<file path="config.mk">
export PLATFORM = sky130hd
export DESIGN_NAME = cdb_arbiter
export DESIGN_NICKNAME = d
export VERILOG_FILES = /design/src/rtl/rv32i_types.sv /design/src/rtl/cdb_result_fifo.sv /design/src/rtl/cdb_arbiter.sv
export SDC_FILE = /design/constraint.sdc
export NUM_CORES = 1
export LEC_CHECK = 0
export ABC_CLOCK_PERIOD_IN_PS = 4700
export CORE_ASPECT_RATIO = 1.4
export CORE_MARGIN = 5
export CORE_UTILIZATION = 35
export DETAILED_ROUTE_END_ITERATION = 7
export SYNTH_ARGS = -nofsm -noshare
export SYNTH_HDL_FRONTEND = slang
export SYNTH_HIERARCHICAL = 1
export SYNTH_SLANG_ARGS = --single-unit
</file>
<file path="constraint.sdc">
create_clock -name clk -period 4.7 [get_ports clk]
set_input_delay 0.705 -clock clk [delete_from_list [all_inputs] [get_ports clk]]
set_output_delay 0.705 -clock clk [all_outputs]
set_load 0.02 [all_outputs]
</file>
<file path="src/rtl/rv32i_types.sv">
// Shared RV32I datapath types: common data bus record and CDB source indices.
package rv32i_types;

  localparam int unsigned CDB_ROB_IDX_WIDTH = 5;
  localparam int unsigned CDB_NUM_FU        = 3;
  localparam int unsigned CDB_FIFO_DEPTH    = 2;

  localparam int unsigned FU_ALU    = 0;
  localparam int unsigned FU_MULDIV = 1;
  localparam int unsigned FU_LSU    = 2;

  typedef struct packed {
    logic                         valid;
    logic [31:0]                  data;
    logic [4:0]                   rd_addr;
    logic [CDB_ROB_IDX_WIDTH-1:0] rob_idx;
  } cdb;

endpackage

</file>
<file path="src/rtl/cdb_result_fifo.sv">
// Small per-source result FIFO with wrap-bit pointers and a synchronous flush.
module cdb_result_fifo #(
  parameter int unsigned WIDTH = 1,
  parameter int unsigned DEPTH = 2
) (
  input  logic             clk,
  input  logic             rst,
  input  logic             flush,
  input  logic             push,
  input  logic [WIDTH-1:0] din,
  input  logic             pop,
  output logic [WIDTH-1:0] dout,
  output logic             full,
  output logic             empty
);

  localparam int unsigned PtrWidth = $clog2(DEPTH) + 1;

  logic [PtrWidth-1:0] wr_ptr_q, rd_ptr_q;
  logic [WIDTH-1:0]    mem_q [DEPTH];
  logic                do_push, do_pop;

  // Extra MSB distinguishes full from empty when the index bits match.
  assign full    = (wr_ptr_q ^ rd_ptr_q) == {1'b1, {(PtrWidth-1){1'b0}}};
  assign empty   = (wr_ptr_q == rd_ptr_q);
  assign do_push = push & ~full & ~flush;
  assign do_pop  = pop & ~empty & ~flush;
  assign dout    = mem_q[rd_ptr_q[PtrWidth-2:0]];

  always_ff @(posedge clk or posedge rst) begin
    if (rst) begin
      wr_ptr_q <= '0;
      rd_ptr_q <= '0;
    end else if (flush) begin
      wr_ptr_q <= '0;
      rd_ptr_q <= '0;
    end else begin
      if (do_push) wr_ptr_q <= wr_ptr_q + 1'b1;
      if (do_pop)  rd_ptr_q <= rd_ptr_q + 1'b1;
    end
  end

  always_ff @(posedge clk) begin
    if (do_push) mem_q[wr_ptr_q[PtrWidth-2:0]] <= din;
  end

endmodule

</file>
<file path="src/rtl/cdb_arbiter.sv">
// CDB transmit side: buffers functional-unit results and broadcasts one per cycle,
// round-robin across sources, on a registered bus.
module cdb_arbiter
  import rv32i_types::*;
#(
  parameter int unsigned NUM_FU     = CDB_NUM_FU,
  parameter int unsigned FIFO_DEPTH = CDB_FIFO_DEPTH
) (
  input  logic              clk,
  input  logic              rst,
  input  logic              flush,
  input  logic [NUM_FU-1:0] fu_valid,
  output logic [NUM_FU-1:0] fu_ready,
  input  cdb                fu_result [NUM_FU],
  output cdb                cdbus
);

  localparam int unsigned RrWidth = (NUM_FU > 1) ? $clog2(NUM_FU) : 1;

  logic [RrWidth-1:0] rr_ptr_q, rr_ptr_d, grant_idx;
  logic               grant_valid;
  logic [NUM_FU-1:0]  fifo_full, fifo_empty, fifo_push, fifo_pop;
  cdb                 fifo_head [NUM_FU];
  cdb                 cdbus_d, cdbus_q;

  // Ready deliberately ignores a same-cycle pop to keep it off the arbiter path.
  assign fu_ready  = ~fifo_full & {NUM_FU{~flush}};
  assign fifo_push = fu_valid & fu_ready;

  for (genvar i = 0; i < NUM_FU; i++) begin : g_fifo
    cdb_result_fifo #(
      .WIDTH ($bits(cdb)),
      .DEPTH (FIFO_DEPTH)
    ) u_fifo (
      .clk   (clk),
      .rst   (rst),
      .flush (flush),
      .push  (fifo_push[i]),
      .din   (fu_result[i]),
      .pop   (fifo_pop[i]),
      .dout  (fifo_head[i]),
      .full  (fifo_full[i]),
      .empty (fifo_empty[i])
    );
  end

  always_comb begin
    int unsigned idx;
    idx         = 0;
    grant_valid = 1'b0;
    grant_idx   = '0;
    for (int unsigned k = 0; k < NUM_FU; k++) begin
      idx = (32'(rr_ptr_q) + k) % NUM_FU;
      if (!grant_valid && !fifo_empty[idx]) begin
        grant_valid = 1'b1;
        grant_idx   = RrWidth'(idx);
      end
    end
  end

  always_comb begin
    fifo_pop = '0;
    cdbus_d  = '0;
    rr_ptr_d = rr_ptr_q;
    if (flush) begin
      rr_ptr_d = '0;
    end else if (grant_valid) begin
      fifo_pop[grant_idx] = 1'b1;
      cdbus_d             = fifo_head[grant_idx];
      cdbus_d.valid       = 1'b1;
      rr_ptr_d            = (grant_idx == RrWidth'(NUM_FU - 1)) ? '0 : grant_idx + 1'b1;
    end
  end

  always_ff @(posedge clk or posedge rst) begin
    if (rst) begin
      rr_ptr_q <= '0;
      cdbus_q  <= '0;
    end else begin
      rr_ptr_q <= rr_ptr_d;
      cdbus_q  <= cdbus_d;
    end
  end

  assign cdbus = cdbus_q;

endmodule

</file>
# Word level (Yosys, flattened, before mapping)
# Memory sizes are Yosys's and may differ from the RTL's.
# Cells that the tools add are included.
dict set report word_totals {
  regBits 57
  mem_bits_rw 258
  in_bits 135
  out_inout_bits 46
  memories 3
}
# name depth width read_ports rd_ports_with_merged_regs write_ports line
set mem_list {}
lappend mem_list {{g_fifo[0].u_fifo.mem_q} 2 43 1 0 1 cdb_result_fifo.sv:20} ;# logic [WIDTH-1:0] mem_q [DEPTH];
lappend mem_list {{g_fifo[1].u_fifo.mem_q} 2 43 1 0 1 cdb_result_fifo.sv:20}
lappend mem_list {{g_fifo[2].u_fifo.mem_q} 2 43 1 0 1 cdb_result_fifo.sv:20}
dict set report op_classes {
  add_sub_neg 9
  n_div 3
  magnitude_cmp 6
  n_eq_ne 7
  muxes 42
  bitwise_logic 26
  reduce_logical 13
}
# op count
set ops {}
lappend ops {{$lt 32x3->1 const B} 3}
lappend ops {{$bmux 43 s2} 1}
lappend ops {{$mux 43} 2}
lappend ops {{$mux 42} 2}
lappend ops {{$mod 32x2->32 const B} 2}
lappend ops {{$mux 2} 18}
lappend ops {{$mod 2x2->32 const B} 1}
lappend ops {{$add 2x1->2 const B} 7}
lappend ops {{$reduce_bool 2->1} 7}
lappend ops {{$mux 1} 13}
lappend ops {{$and 1x1->1} 12}
lappend ops {{$eq 2x2->1 const B} 4}
lappend ops {{$not 1->1} 7}
lappend ops {{$and 3x3->3} 2}
lappend ops {{$bmux 1 s2} 3}
lappend ops {{$eq 2x2->1} 3}
lappend ops {{$mux 3} 2}
lappend ops {{$xor 2x2->2} 3}
lappend ops {{$add 2x1->3 const B} 1}
lappend ops {{$add 2x2->3 const B} 1}
lappend ops {{$ge 3x3->1 const B} 1}
lappend ops {{$logic_and 1x1->1} 3}
lappend ops {{$logic_not 1->1} 3}
lappend ops {{$lt 2x3->1 const B} 1}
lappend ops {{other kinds (4)} 4}

# Depth between registers and ports, before layout
# Gate-level depths: netlist (run 1).
dict set report depth {
  depth_word 20
  mapped_depth 15
  ltp_nobuf 10
}

# Cells and area by module
# Netlist (run 1), hierarchy kept.
# mod n_inst cells_per_inst area_each_um2 seq_area_each_um2
set modules_own_cells {}
lappend modules_own_cells {cdb_result_fifo 3 167 3389.5 2682.6}
lappend modules_own_cells {cdb_arbiter 1 362 3920.0 1126.1}

# Least setup slack after synthesis (run 1)
# Ideal clock, no wire load.
dict set report synth_timing {
  path_type {reg-to-reg}
  startpoint {register g_fifo[0].u_fifo.rd_ptr_q[0]}
  endpoint {memory g_fifo[0].u_fifo/mem_q[1][0] in the netlist's numbering (enable)}
  setup_time_ps 508
  arrival_time_ps 4782
  path_slack_ps -591
  stages_incl_launch_ff 9
  path_buffers 2
  path_cell_list {dfrtp_1 buf_2 buf_2 xor2_1 nor2_1 nor2_1 and2_1 nand2_1 a211oi_1}
}
dict set report synth_between {
  elab_chain_len 9
  word_cells_on_any_way 10
  classes_between {1 x eq/ne; 2 x mux; 7 x bitwise}
}
# item line
set synth_lines {}
lappend synth_lines {{from (decl)} cdb_result_fifo.sv:19} ;# logic [PtrWidth-1:0] wr_ptr_q, rd_ptr_q;
lappend synth_lines {{from (signal assigned)} cdb_result_fifo.sv:39} ;# if (do_pop) rd_ptr_q <= rd_ptr_q + 1'b1;
lappend synth_lines {{$xor 2x2->2} cdb_result_fifo.sv:24} ;# assign full = (wr_ptr_q ^ rd_ptr_q) == {1'b1, {(PtrWidth-1){1'b0}}};
lappend synth_lines {{$eq 2x2->1} cdb_result_fifo.sv:24}
lappend synth_lines {{net fifo_full[0]} cdb_arbiter.sv:22} ;# logic [NUM_FU-1:0] fifo_full, fifo_empty, fifo_push, fifo_pop;
lappend synth_lines {{$not 3->3} cdb_arbiter.sv:27} ;# assign fu_ready = ~fifo_full & {NUM_FU{~flush}};
lappend synth_lines {{$and 3x3->3} cdb_arbiter.sv:27}
lappend synth_lines {{net fu_ready[0]} cdb_arbiter.sv:13} ;# output logic [NUM_FU-1:0] fu_ready,
lappend synth_lines {{$and 3x3->3} cdb_arbiter.sv:28} ;# assign fifo_push = fu_valid & fu_ready;
lappend synth_lines {{net fifo_push[0]} cdb_arbiter.sv:22}
lappend synth_lines {{$and 1x1->1 (2 in a row)} cdb_result_fifo.sv:26} ;# assign do_push = push & ~full & ~flush;
lappend synth_lines {{$mux 1} cdb_result_fifo.sv:44} ;# if (do_push) mem_q[wr_ptr_q[PtrWidth-2:0]] <= din;
lappend synth_lines {{$mux 1 (implied by the code)} cdb_result_fifo.sv:44}
lappend synth_lines {{to (decl)} cdb_result_fifo.sv:20}
# The timed path passes the listed nets, and every way through them passes these cells.

# Worst setup path in the final report (run 1)
dict set report layout_timing {
  startpoint {register g_fifo[1].u_fifo.rd_ptr_q[1]}
  endpoint {register g_fifo[1].u_fifo.rd_ptr_q[1]}
}
dict set report layout_between {
  elab_chain_len 18
  word_cells_on_any_way 32
  classes_between {1 x add/sub; 2 x order compare; 1 x eq/ne; 18 x mux; 3 x bitwise; 7 x reduce/logical}
}
# item line
set layout_lines {}
lappend layout_lines {{from (decl)} cdb_result_fifo.sv:19}
lappend layout_lines {{from (signal assigned)} cdb_result_fifo.sv:39}
lappend layout_lines {{$eq 2x2->1 (*)} cdb_result_fifo.sv:25} ;# assign empty = (wr_ptr_q == rd_ptr_q);
lappend layout_lines {{net fifo_empty[1]} cdb_arbiter.sv:22}
lappend layout_lines {{$bmux 1 s2} cdb_arbiter.sv:54} ;# if (!grant_valid && !fifo_empty[idx]) begin
lappend layout_lines {{$mux 1 (implied by the code)} cdb_arbiter.sv:54}
lappend layout_lines {{$logic_not 1->1} cdb_arbiter.sv:54}
lappend layout_lines {{$logic_and 1x1->1} cdb_arbiter.sv:54}
lappend layout_lines {{$mux 1} cdb_arbiter.sv:54}
lappend layout_lines {{$logic_not 1->1} cdb_arbiter.sv:54}
lappend layout_lines {{[... 3 more ...]} n/a}
lappend layout_lines {{$logic_and 1x1->1 (implied by the code)} cdb_arbiter.sv:68} ;# fifo_pop[grant_idx] = 1'b1;
lappend layout_lines {{$mux 1 (implied by the code)} cdb_arbiter.sv:68}
lappend layout_lines {{$demux 1 s2} cdb_arbiter.sv:68}
lappend layout_lines {{$mux 3 (*)} cdb_arbiter.sv:67} ;# end else if (grant_valid) begin
lappend layout_lines {{$mux 3 (*)} cdb_arbiter.sv:65} ;# if (flush) begin
lappend layout_lines {{net fifo_pop[1]} cdb_arbiter.sv:22}
lappend layout_lines {{$and 1x1->1 (*) (2 in a row)} cdb_result_fifo.sv:27} ;# assign do_pop = pop & ~empty & ~flush;
lappend layout_lines {{$reduce_bool 2->1 (no source line) (*)} n/a}
# Mark *: on every way through the listed nets, which the timed path passes. The rest lies on a longest branch. The select of a mux whose other input is x is not followed.
# A chain may end at the register's enable or synchronous reset.

==> out/metrics.yaml, run 1 <==
power.leakage_nw: 5.889
cts_hold_repair_buffers: 0
data_required_time_at_the_worst_endpoint_ns: 5.14
insertion_delay_to_the_later_sink_of_the_worst_skew_pair_ns: 0.52
detail_route.vias_per_cell: 5.159
cts_resized: 0
power_report.internal_total_mw: 6.467
number_of_violations_of_the_max_capacitance_limit: 0
final_net_count: 1170
critical_path_fanout_max: 29
syn_nets: 993
grt_max_degree: 50
cp-endpoint: "g_fifo[1].u_fifo/rd_ptr_q[1]"
hpwl_mm: 23.42
cp-end-kind: "register"
r2r_start: "g_fifo[1].u_fifo/rd_ptr_q[1]"
cts_num_sinks: 309
finalMaxSlewViolations: 0
timing.reg2reg.setup_slack_ns: 0.91
delay_of_the_slowest_critical_path_stage_ns: 0.55
first_global_vias: 8970
synth_cells: 854
final-setup-viol-count: 0
dieHeight_um: 245.6
globalRouteTotalUtil_pct: 16.49
startpoint_type: "register"
power_switching_mw: 3.610
cts_buffer_depth: 3
dpl_worst_slack_ns: 0.9206
gp_congestion: 0.7468
yosys_warnings: 6
synthesis.area_um2: 13870
gr-usage-met2_pct: 29.76
clk_root_buffer_cell: "clkbuf_16"
route.final.wire_length_mm: 36.10
grt_busiest_layer: "met2"
drt-wirelength-per-cell_um: 22.71
p_comb_share_pct: 40.7
route.vias.total: 8203
timing.setup.tns_ns: 0
portBuffers: 177
regToRegEndpoint: "g_fifo[1].u_fifo/rd_ptr_q[1]"
fin_ws_ns: 0.9069
cts_tree: "done"
cp.arrival_ns: 4.24
reg2regPathDepth: 11
cp_num_buf_inv: 1
tritoncts.num_buffers: 34
final_period_minus_worst_setup_slack_ns: 3.793
vdd_drop_max_mv: 0.4339
overflow_after_grt: 0
status: "completed"
syn-mean-instance-area_um2: 16.25
setup.worst_path.start: "g_fifo[1].u_fifo/rd_ptr_q[1]"
unrepaired_setup_endpoints_after_global_routing: "false"
global_route.usage.met1_pct: 18.96
htree_num_levels: 2
place.detailed.instances: 1523
worst_hold_path_type: "register to register"
io_pins: 181
die-area_um2: 43780
final_cells: 1590
detail_route.drc_violations: 0
placeableCoreArea_um2: 39280
postCtsSetupBuffers: 0
clkTransAtPathRegs_ns: 0.06
final_layout_size_suffix_gt1_share_pct: 31.60
path_cells: "xor2_2 -> nor2_1 -> mux2_4 -> a21o_2 -> o21ai_1 -> o211a_4 -> buf_4 -> and2_1 -> nand2_1 -> a211o_1 -> a21oi_1"
grt_pass1_wl_mm: 54.17
pwr-share-seq_pct: 32.1
chip_width_um: 178.3
cp_top_family: "compound AO/OA/AOI/OAI gates"
drt_iter0_markers: 556
floorplan.initialDensity_pct: 35.33
drt_first_pass_iters: 6
placementRows: 86
met3_usage_pct: 3.137
totalPowerFinal_mw: 10.08
number_of_hold_violations_in_the_final_report: 0
max_slew.worst_pin.slew_ns: 0.8100
fin_skew_ns: 0.01105
swShare_pct: 35.83
areaGrowthSynthToFinish_pct: 25.48
power.density_nw_per_um2: 578.9
slowest_stage: "buf_4"
final_min_period_over_clock_period_pct: 80.70
timing.max_slew.rel_slack_pct: 46.00
clockPowerShare_pct: 27.2
cp.depth: 11
timing_worst_setup_path_type: "register to register"
antenna_found_initial: 4
timing.fmax_mhz: 263.6
route.antenna.remaining_nets: 0
-- power groups by stage --
stage | Sequential [mW] | Combinational (mW) | Clock, mW
after global routing | 3.26 | 4.40 | 2.94
after floorplan | 3.39 | 2.86 | 0
after global placement | 3.30 | 4.09 | 0
after CTS | 3.24 | 4.15 | 2.82
final | 3.24 | 4.10 | 2.74
after detailed placement | 3.30 | 4.13 | 0
-- per-layer routing --
metal / part of all wire, % / wire, um
met1: 38 / 13880
met2: 53 / 19080
met3: 4.8 / 1741
met4: 3.9 / 1402
met5: 0 / 0
-- cells in the final DEF (no fill, tap or decap), types with 6 or more instances in the layout --
| cell type | instances |
|---|---|
| o32ai_2 | 39 |
| a222oi_1 | 41 |
| edfxtp_1 | 252 |
| a21boi_0 | 41 |
| nand2_1 | 62 |
| clkbuf_16 | 37 |
| a311oi_2 | 6 |
| clkbuf_1 | 7 |
| nor2_1 | 21 |
| clkdlybuf4s50_1 | 177 |
| a21oi_1 | 9 |
| buf_4 | 27 |
| inv_1 | 12 |
| dfrtp_1 | 54 |
| mux2_2 | 168 |
-- per-stage QoR --
stage	hold slack (ns)	cell area, um2	util [%]
floorplan	0.4711	13890	-
global placement	0.5622	16230	41.33
detailed placement	0.5774	16230	41.33
CTS	0.5853	17400	44.29
global route	0.6065	17410	44.32
finish	0.5891	17410	44.33
-- layout make-up --
cell class	count	area, um2
Fill cell	3511	21870
Sequential cell	309	8997
Multi-Input combinational cell	466	4509
Timing Repair Buffer	206	2014
Clock buffer	48	1007
Tap cell	528	660.6
Clock inverter	14	155.1
Inverter	14	52.55
Antenna cell	5	12.51
-- sequential cells by signal (all words and copies together) (netlist names) --
signal                  flops
cdbus                      43
g_fifo.u_fifo/wr_ptr_q      6
g_fifo.u_fifo/rd_ptr_q      6
rr_ptr_q                    2
g_fifo.u_fifo/mem_q       252
-- worst min-delay path: stages, from the launching register on --
cell and delay [ns]:
dfrtp_1 0.42, nand2_1 0.07, a21oi_1 0.06
-- worst min-delay path by stage --
stage | cells past startpoint | endpoint | slack, ns | startpoint
floorplan | 1 | g_fifo[0].u_fifo/rd_ptr_q[0] | 0.47 | rst
global placement | 2 | rr_ptr_q[0] | 0.56 | rr_ptr_q[0]
detailed placement | 2 | rr_ptr_q[0] | 0.58 | rr_ptr_q[0]
CTS | 2 | rr_ptr_q[0] | 0.59 | rr_ptr_q[0]
global route | 2 | g_fifo[0].u_fifo/rd_ptr_q[1] | 0.61 | rst
finish | 2 | rr_ptr_q[0] | 0.59 | rr_ptr_q[0]
Note: power is estimated with default switching activity, not from simulation.
==> inputs of run 2 (changes only) <==
--- a/config.mk
+++ b/config.mk
@@ -5,7 +5,7 @@
 export SDC_FILE = /design/constraint.sdc
 export NUM_CORES = 1
 export LEC_CHECK = 0
-export ABC_CLOCK_PERIOD_IN_PS = 4700
+export ABC_CLOCK_PERIOD_IN_PS = 3600
 export CORE_ASPECT_RATIO = 1.4
 export CORE_MARGIN = 5
 export CORE_UTILIZATION = 35
==> constraint.sdc (replaced) <==
create_clock -name clk -period 3.6 [get_ports clk]
set_input_delay 0.54 -clock clk [delete_from_list [all_inputs] [get_ports clk]]
set_output_delay 0.54 -clock clk [all_outputs]
set_load 0.02 [all_outputs]
==> out/metrics.yaml, run 2 (synthesis gave the netlist of run 1 again) <==
status: "completed"
critical_path_fanout_max: 19  # -34%
cts_hold_repair_buffers: 0  # unchanged
place.detailed.instances: 1527  # +0.26%
final_common_cell: "edfxtp_1"
final_layout_size_suffix_gt1_share_pct: 31.66  # +0.060 points
power.leakage_nw: 5.870  # -0.33%
postCtsSetupBuffers: 0  # unchanged
cts_buffer_depth: 3  # unchanged
vdd_drop_max_mv: 0.5840  # +35%
regToRegEndpoint: "g_fifo[1].u_fifo/rd_ptr_q[1]"
clk_root_buffer_cell: "clkbuf_16"
timing.setup.tns_ns: 0  # unchanged
route.vias.total: 8295  # +1.1%
grt_pass1_wl_mm: 54.62  # +0.84%
slowest_stage: "nor2_1"
timing.reg2reg.setup_slack_ns: 0.42  # -0.48 ns
portBuffers: 177  # unchanged
cp-endpoint: "g_fifo[1].u_fifo/rd_ptr_q[1]"
placeableCoreArea_um2: 39280  # unchanged
route.final.wire_length_mm: 36.90  # +2.2%
cts_num_sinks: 309  # unchanged
clockPowerShare_pct: 25.4  # -1.8 points
route.antenna.remaining_nets: 0  # unchanged
dieHeight_um: 245.6  # unchanged
cp-end-kind: "register"
cp.arrival_ns: 3.66  # -0.58 ns
worst_hold_path_type: "input port to asynchronous set/reset pin"
die-area_um2: 43780  # unchanged
number_of_hold_violations_in_the_final_report: 0  # unchanged
data_required_time_at_the_worst_endpoint_ns: 4.09  # -1.05 ns
fin_skew_ns: 0.008608  # -0.002440 ns
power_report.internal_total_mw: 8.290  # +28%
chip_width_um: 178.3  # unchanged
startpoint_type: "register"
p_comb_share_pct: 42.0  # +1.3 points
drt-wirelength-per-cell_um: 23.28  # +2.5%
cts_tree: "done"
drt_first_pass_iters: 5  # -1
placementRows: 86  # unchanged
cp_num_buf_inv: 1  # unchanged
power_switching_mw: 4.686  # +30%
swShare_pct: 36.11  # +0.28 points
final_cells: 1585  # -0.31%
clkTransAtPathRegs_ns: 0.06  # about the same
globalRouteTotalUtil_pct: 16.58  # +0.087 points
number_of_violations_of_the_max_capacitance_limit: 0  # unchanged
grt_max_degree: 50  # unchanged
pwr-share-seq_pct: 32.6  # +0.5 points
setup.worst_path.start: "g_fifo[1].u_fifo/wr_ptr_q[1]"
r2r_start: "g_fifo[1].u_fifo/wr_ptr_q[1]"
path_cells: "xor2_2 -> nor2_1 -> mux2i_1 -> mux2_4 -> nand3b_1 -> o211a_4 -> buf_4 -> and2_1 -> nand2_1 -> a211o_1 -> a21oi_1"
floorplan.initialDensity_pct: 35.33  # unchanged
finalMaxSlewViolations: 0  # unchanged
final_period_minus_worst_setup_slack_ns: 3.178  # -0.6155 ns
insertion_delay_to_the_later_sink_of_the_worst_skew_pair_ns: 0.56  # +0.04 ns
delay_of_the_slowest_critical_path_stage_ns: 0.48  # -0.07 ns
antenna_found_initial: 2  # -2
final_min_period_over_clock_period_pct: 88.27  # +7.6 points
reg2regPathDepth: 11  # unchanged
detail_route.vias_per_cell: 5.233  # +1.4%
drt_iter0_markers: 557  # +0.18%
most_used_cells_in_the_layout_excluding_fill_and_tap_cells: "252 x edfxtp_1, 177 x clkdlybuf4s50_1, 168 x mux2_2"
max_slew.worst_pin.slew_ns: 0.9320  # +0.1220 ns
io_pins: 181  # unchanged
htree_num_levels: 1  # -1
final-setup-viol-count: 0  # unchanged
cp.depth: 11  # unchanged
final_net_count: 1170  # unchanged
cp_top_family: "simple AND/OR/NAND/NOR gates"
first_global_vias: 8924  # -0.51%
overflow_after_grt: 0  # unchanged
hpwl_mm: 23.20  # -0.95%
unrepaired_setup_endpoints_after_global_routing: "false"
areaGrowthSynthToFinish_pct: 25.05
cts_resized: 0  # unchanged
max_reg_flops: 252  # unchanged
tritoncts.num_buffers: 30  # -12%
timing_worst_setup_path_type: "register to register"
timing.max_slew.rel_slack_pct: 37.86  # -8.1 points
detail_route.drc_violations: 0  # unchanged
power.density_nw_per_um2: 747.9  # +29%
gp_congestion: 0.7139  # -4.4%
timing.fmax_mhz: 314.7  # +19%
[run 2: routing by layer]
| metal | track usage (%) | share of wire, % |
|---|---|---|
| met4 | 4.947 | 2.6 |
| met2 | 30.70 | 53 |
| met5 | 0 | 0.019 |
| met1 | 19.76 | 39 |
| met3 | 2.399 | 4.9 |
[run 2: final cells by class]
cell class,instances,area [um2]
inverters,14,52.55
clock inverters,17,186.4
well taps,528,660.6
clock buffers,39,857.1
repair buffers,210,2082
diodes,2,5.005
multi-input cells,466,4509
flip-flops and latches,309,8997
fillers,3541,21920
[run 2: power by group through the flow]
| stage | Clock (mW) | Sequential [mW] | Combinational [mW] |
|---|---|---|---|
| after floorplan | 0 | 4.43 | 3.74 |
| after global placement | 0 | 4.30 | 5.45 |
| after detailed placement | 0 | 4.31 | 5.50 |
| after CTS | 3.38 | 4.24 | 5.52 |
| after global routing | 3.54 | 4.25 | 5.82 |
| final | 3.30 | 4.23 | 5.44 |
[run 2: through the flow]
| step | hold WS [ns] | instance area, um2 | setup slack (ns) | power (mW) | utilization (%) |
|---|---|---|---|---|---|
| 3_5_place_dp | 0.5817 | 16300 | 0.4608 | 9.806 | 41.51 |
| 3_3_place_gp | 0.5644 | 16300 | 0.4756 | 9.754 | 41.51 |
| 4_1_cts | 0.4115 | 17350 | 0.4269 | 13.14 | 44.16 |
| 6_report | 0.4038 | 17350 | 0.4224 | 12.98 | 44.18 |
| 5_1_grt | 0.4043 | 17350 | 0.2488 | 13.61 | 44.17 |
| 2_1_floorplan | 0.3061 | 13910 | 0.4294 | 8.173 | - |
[run 2: worst min path at each step]
| stage | end | cells past startpoint |
|---|---|---|
| 2_1_floorplan | g_fifo[0].u_fifo/rd_ptr_q[0] | 1 |
| 3_3_place_gp | rr_ptr_q[0] | 2 |
| 3_5_place_dp | rr_ptr_q[0] | 2 |
| 4_1_cts | g_fifo[1].u_fifo/rd_ptr_q[1] | 2 |
| 5_1_grt | g_fifo[1].u_fifo/rd_ptr_q[1] | 2 |
| 6_report | g_fifo[0].u_fifo/wr_ptr_q[1] | 2 |
==> inputs of run 3 (changes only) <==
--- a/config.mk
+++ b/config.mk
@@ -7,7 +7,6 @@
 export LEC_CHECK = 0
 export ABC_CLOCK_PERIOD_IN_PS = 3600
 export CORE_ASPECT_RATIO = 1.4
-export CORE_MARGIN = 5
 export CORE_UTILIZATION = 35
 export DETAILED_ROUTE_END_ITERATION = 7
 export SYNTH_ARGS = -nofsm -noshare
==> out/metrics.yaml, run 3 (synthesis gave the netlist of run 1 again) <==
clk_root_buffer_cell: "clkbuf_16"
grt_pass1_wl_mm: 53.14  # -2.7%
insertion_delay_to_the_later_sink_of_the_worst_skew_pair_ns: 0.57  # about the same
antenna_found_initial: 0  # -2
power.density_nw_per_um2: 751.0  # +0.41%
final_common_cell: "edfxtp_1"
cts_resized: 0  # unchanged
drt_iter0_markers: 586  # +5.2%
grt_max_degree: 50  # unchanged
globalRouteTotalUtil_pct: 17.85  # +1.3 points
status: "completed"
final_layout_size_suffix_gt1_share_pct: 31.57  # -0.085 points
r2r_start: "g_fifo[0].u_fifo/wr_ptr_q[1]"
route.vias.total: 8305  # +0.12%
final_min_period_over_clock_period_pct: 86.27  # -2.0 points
cp-end-kind: "register"
timing.max_slew.rel_slack_pct: 46.98  # +9.1 points
number_of_violations_of_the_max_capacitance_limit: 0  # unchanged
drt_first_pass_iters: 6  # +1
most_used_cells_in_the_layout_excluding_fill_and_tap_cells: "252 x edfxtp_1, 177 x clkdlybuf4s50_1, 168 x mux2_2"
route.antenna.remaining_nets: 0  # unchanged
floorplan.initialDensity_pct: 35.84  # +0.51 points
timing.fmax_mhz: 322.0  # +2.3%
route.final.wire_length_mm: 36.09  # -2.2%
data_required_time_at_the_worst_endpoint_ns: 4.08  # about the same
htree_num_levels: 1  # unchanged
unrepaired_setup_endpoints_after_global_routing: "false"
startpoint_type: "register"
cts_num_sinks: 309  # unchanged
timing.reg2reg.setup_slack_ns: 0.49  # +0.07 ns
cts_buffer_depth: 3  # unchanged
fin_skew_ns: 0.01235  # +0.003747 ns
die-area_um2: 40450  # -7.6%
filler_cell_count: 3446  # -2.7%
cts_hold_repair_buffers: 0  # unchanged
chip_width_um: 170.3  # -4.5%
hpwl_mm: 23.03  # -0.73%
setup.worst_path.start: "g_fifo[0].u_fifo/wr_ptr_q[1]"
first_global_vias: 8731  # -2.2%
areaGrowthSynthToFinish_pct: 25.25
portBuffers: 177  # unchanged
final-setup-viol-count: 0  # unchanged
diodes: 0  # -2
placementRows: 85  # -1.2%
drt-wirelength-per-cell_um: 22.80  # -2.1%
dieHeight_um: 237.6  # -3.3%
cts_tree: "done"
gp_congestion: 0.7770  # +8.8%
cp.arrival_ns: 3.59  # -0.07 ns
final_period_minus_worst_setup_slack_ns: 3.106  # -0.07204 ns
regToRegEndpoint: "g_fifo[2].u_fifo/rd_ptr_q[1]"
max_reg_flops: 252  # unchanged
fin_hold_ws_ns: 0.3370  # -0.06680 ns
overflow_after_grt: 0  # unchanged
io_pins: 181  # unchanged
tritoncts.num_buffers: 31  # +3.3%
final_net_count: 1176  # +0.51%
detail_route.drc_violations: 0  # unchanged
critical_path_fanout_max: 5  # -14
postCtsSetupBuffers: 0  # unchanged
finalMaxSlewViolations: 0  # unchanged
timing_worst_setup_path_type: "register to register"
vdd_drop_max_mv: 0.4090  # -30%
reg2regPathDepth: 10  # -1
placeableCoreArea_um2: 38710  # -1.4%
worst_hold_path_type: "input port to asynchronous set/reset pin"
timing.setup.tns_ns: 0  # unchanged
max_slew.worst_pin.slew_ns: 0.7952  # -0.1368 ns
detail_route.vias_per_cell: 5.246  # +0.25%
power.leakage_nw: 5.876  # +0.11%
cp-endpoint: "g_fifo[2].u_fifo/rd_ptr_q[1]"
clkTransAtPathRegs_ns: 0.07  # about the same
number_of_hold_violations_in_the_final_report: 0  # unchanged
run 3: cell count changes in the layout (fill, tap and decap cells not counted), sizes merged:
cell | before | now
buf | 33 | 38
clkbuf | 39 | 43
clkinv | 11 | 7
diode | 2 | 0
inv | 14 | 15
run 3: through the flow:
step / setup WS, ns / power (mW) / cell area [um2] / util, % / instances
floorplan: 0.4294 / 8.173 / 13910 / - / 854
global placement: 0.5596 / 9.834 / 16360 / 42.25 / 1526
detailed placement: 0.4969 / 9.890 / 16360 / 42.25 / 1526
CTS: 0.4758 / 13.22 / 17380 / 44.89 / 1583
global route: 0.2797 / 13.65 / 17380 / 44.89 / 1583
finish: 0.4944 / 13.05 / 17380 / 44.89 / 1583
run 3: cell type report:
cell class | instances | area [um2] | share of cell area [%]
sequential | 309 | 8997 | 51.77
clock inverter | 14 | 180.2 | 1.037
inverter | 14 | 52.55 | 0.3024
tap | 522 | 653.1 | 3.758
timing repair buffer | 215 | 2145 | 12.34
clock buffer | 43 | 840.8 | 4.838
multi-input combinational | 466 | 4509 | 25.95
run 3: critical path, stage by stage, from the launching register on:
cell     delay (ns)
dfrtp_1        0.45
xor2_2         0.24
nor2_1         0.41
mux2_4         0.28
nand2_2        0.10
a221o_1        0.39
o211a_4        0.17
nor3b_1        0.43
nand2_1        0.14
a211o_1        0.30
a21oi_1        0.13
run 3: routing by layer:
metal	wire (um)	vias to the layer above	track usage, %
li1	-	3747	-
met1	14520	4230	21.46
met2	19020	261	32.55
met3	1503	67	2.198
met4	1046	0	6.088
met5	0	-	0
run 3: how the worst min path moves through the flow:
stage / start / to / slack, ns / cells past startpoint
2_1_floorplan: rst / g_fifo[0].u_fifo/rd_ptr_q[0] / 0.31 / 1
3_3_place_gp: rr_ptr_q[0] / rr_ptr_q[0] / 0.57 / 2
3_5_place_dp: rr_ptr_q[0] / rr_ptr_q[0] / 0.58 / 2
4_1_cts: rst / g_fifo[1].u_fifo/rd_ptr_q[1] / 0.33 / 2
5_1_grt: rst / g_fifo[0].u_fifo/wr_ptr_q[0] / 0.36 / 2
6_report: rst / g_fifo[1].u_fifo/rd_ptr_q[1] / 0.34 / 2
run 3: where the power goes:
| group | internal [mW] | switching (mW) | leakage, nW |
|---|---|---|---|
| Sequential | 4.14 | 0.0937 | 3.05 |
| Combinational | 2.24 | 3.30 | 2.34 |
| Clock | 1.92 | 1.37 | 0.492 |
| Total | 8.29 | 4.76 | 5.88 |
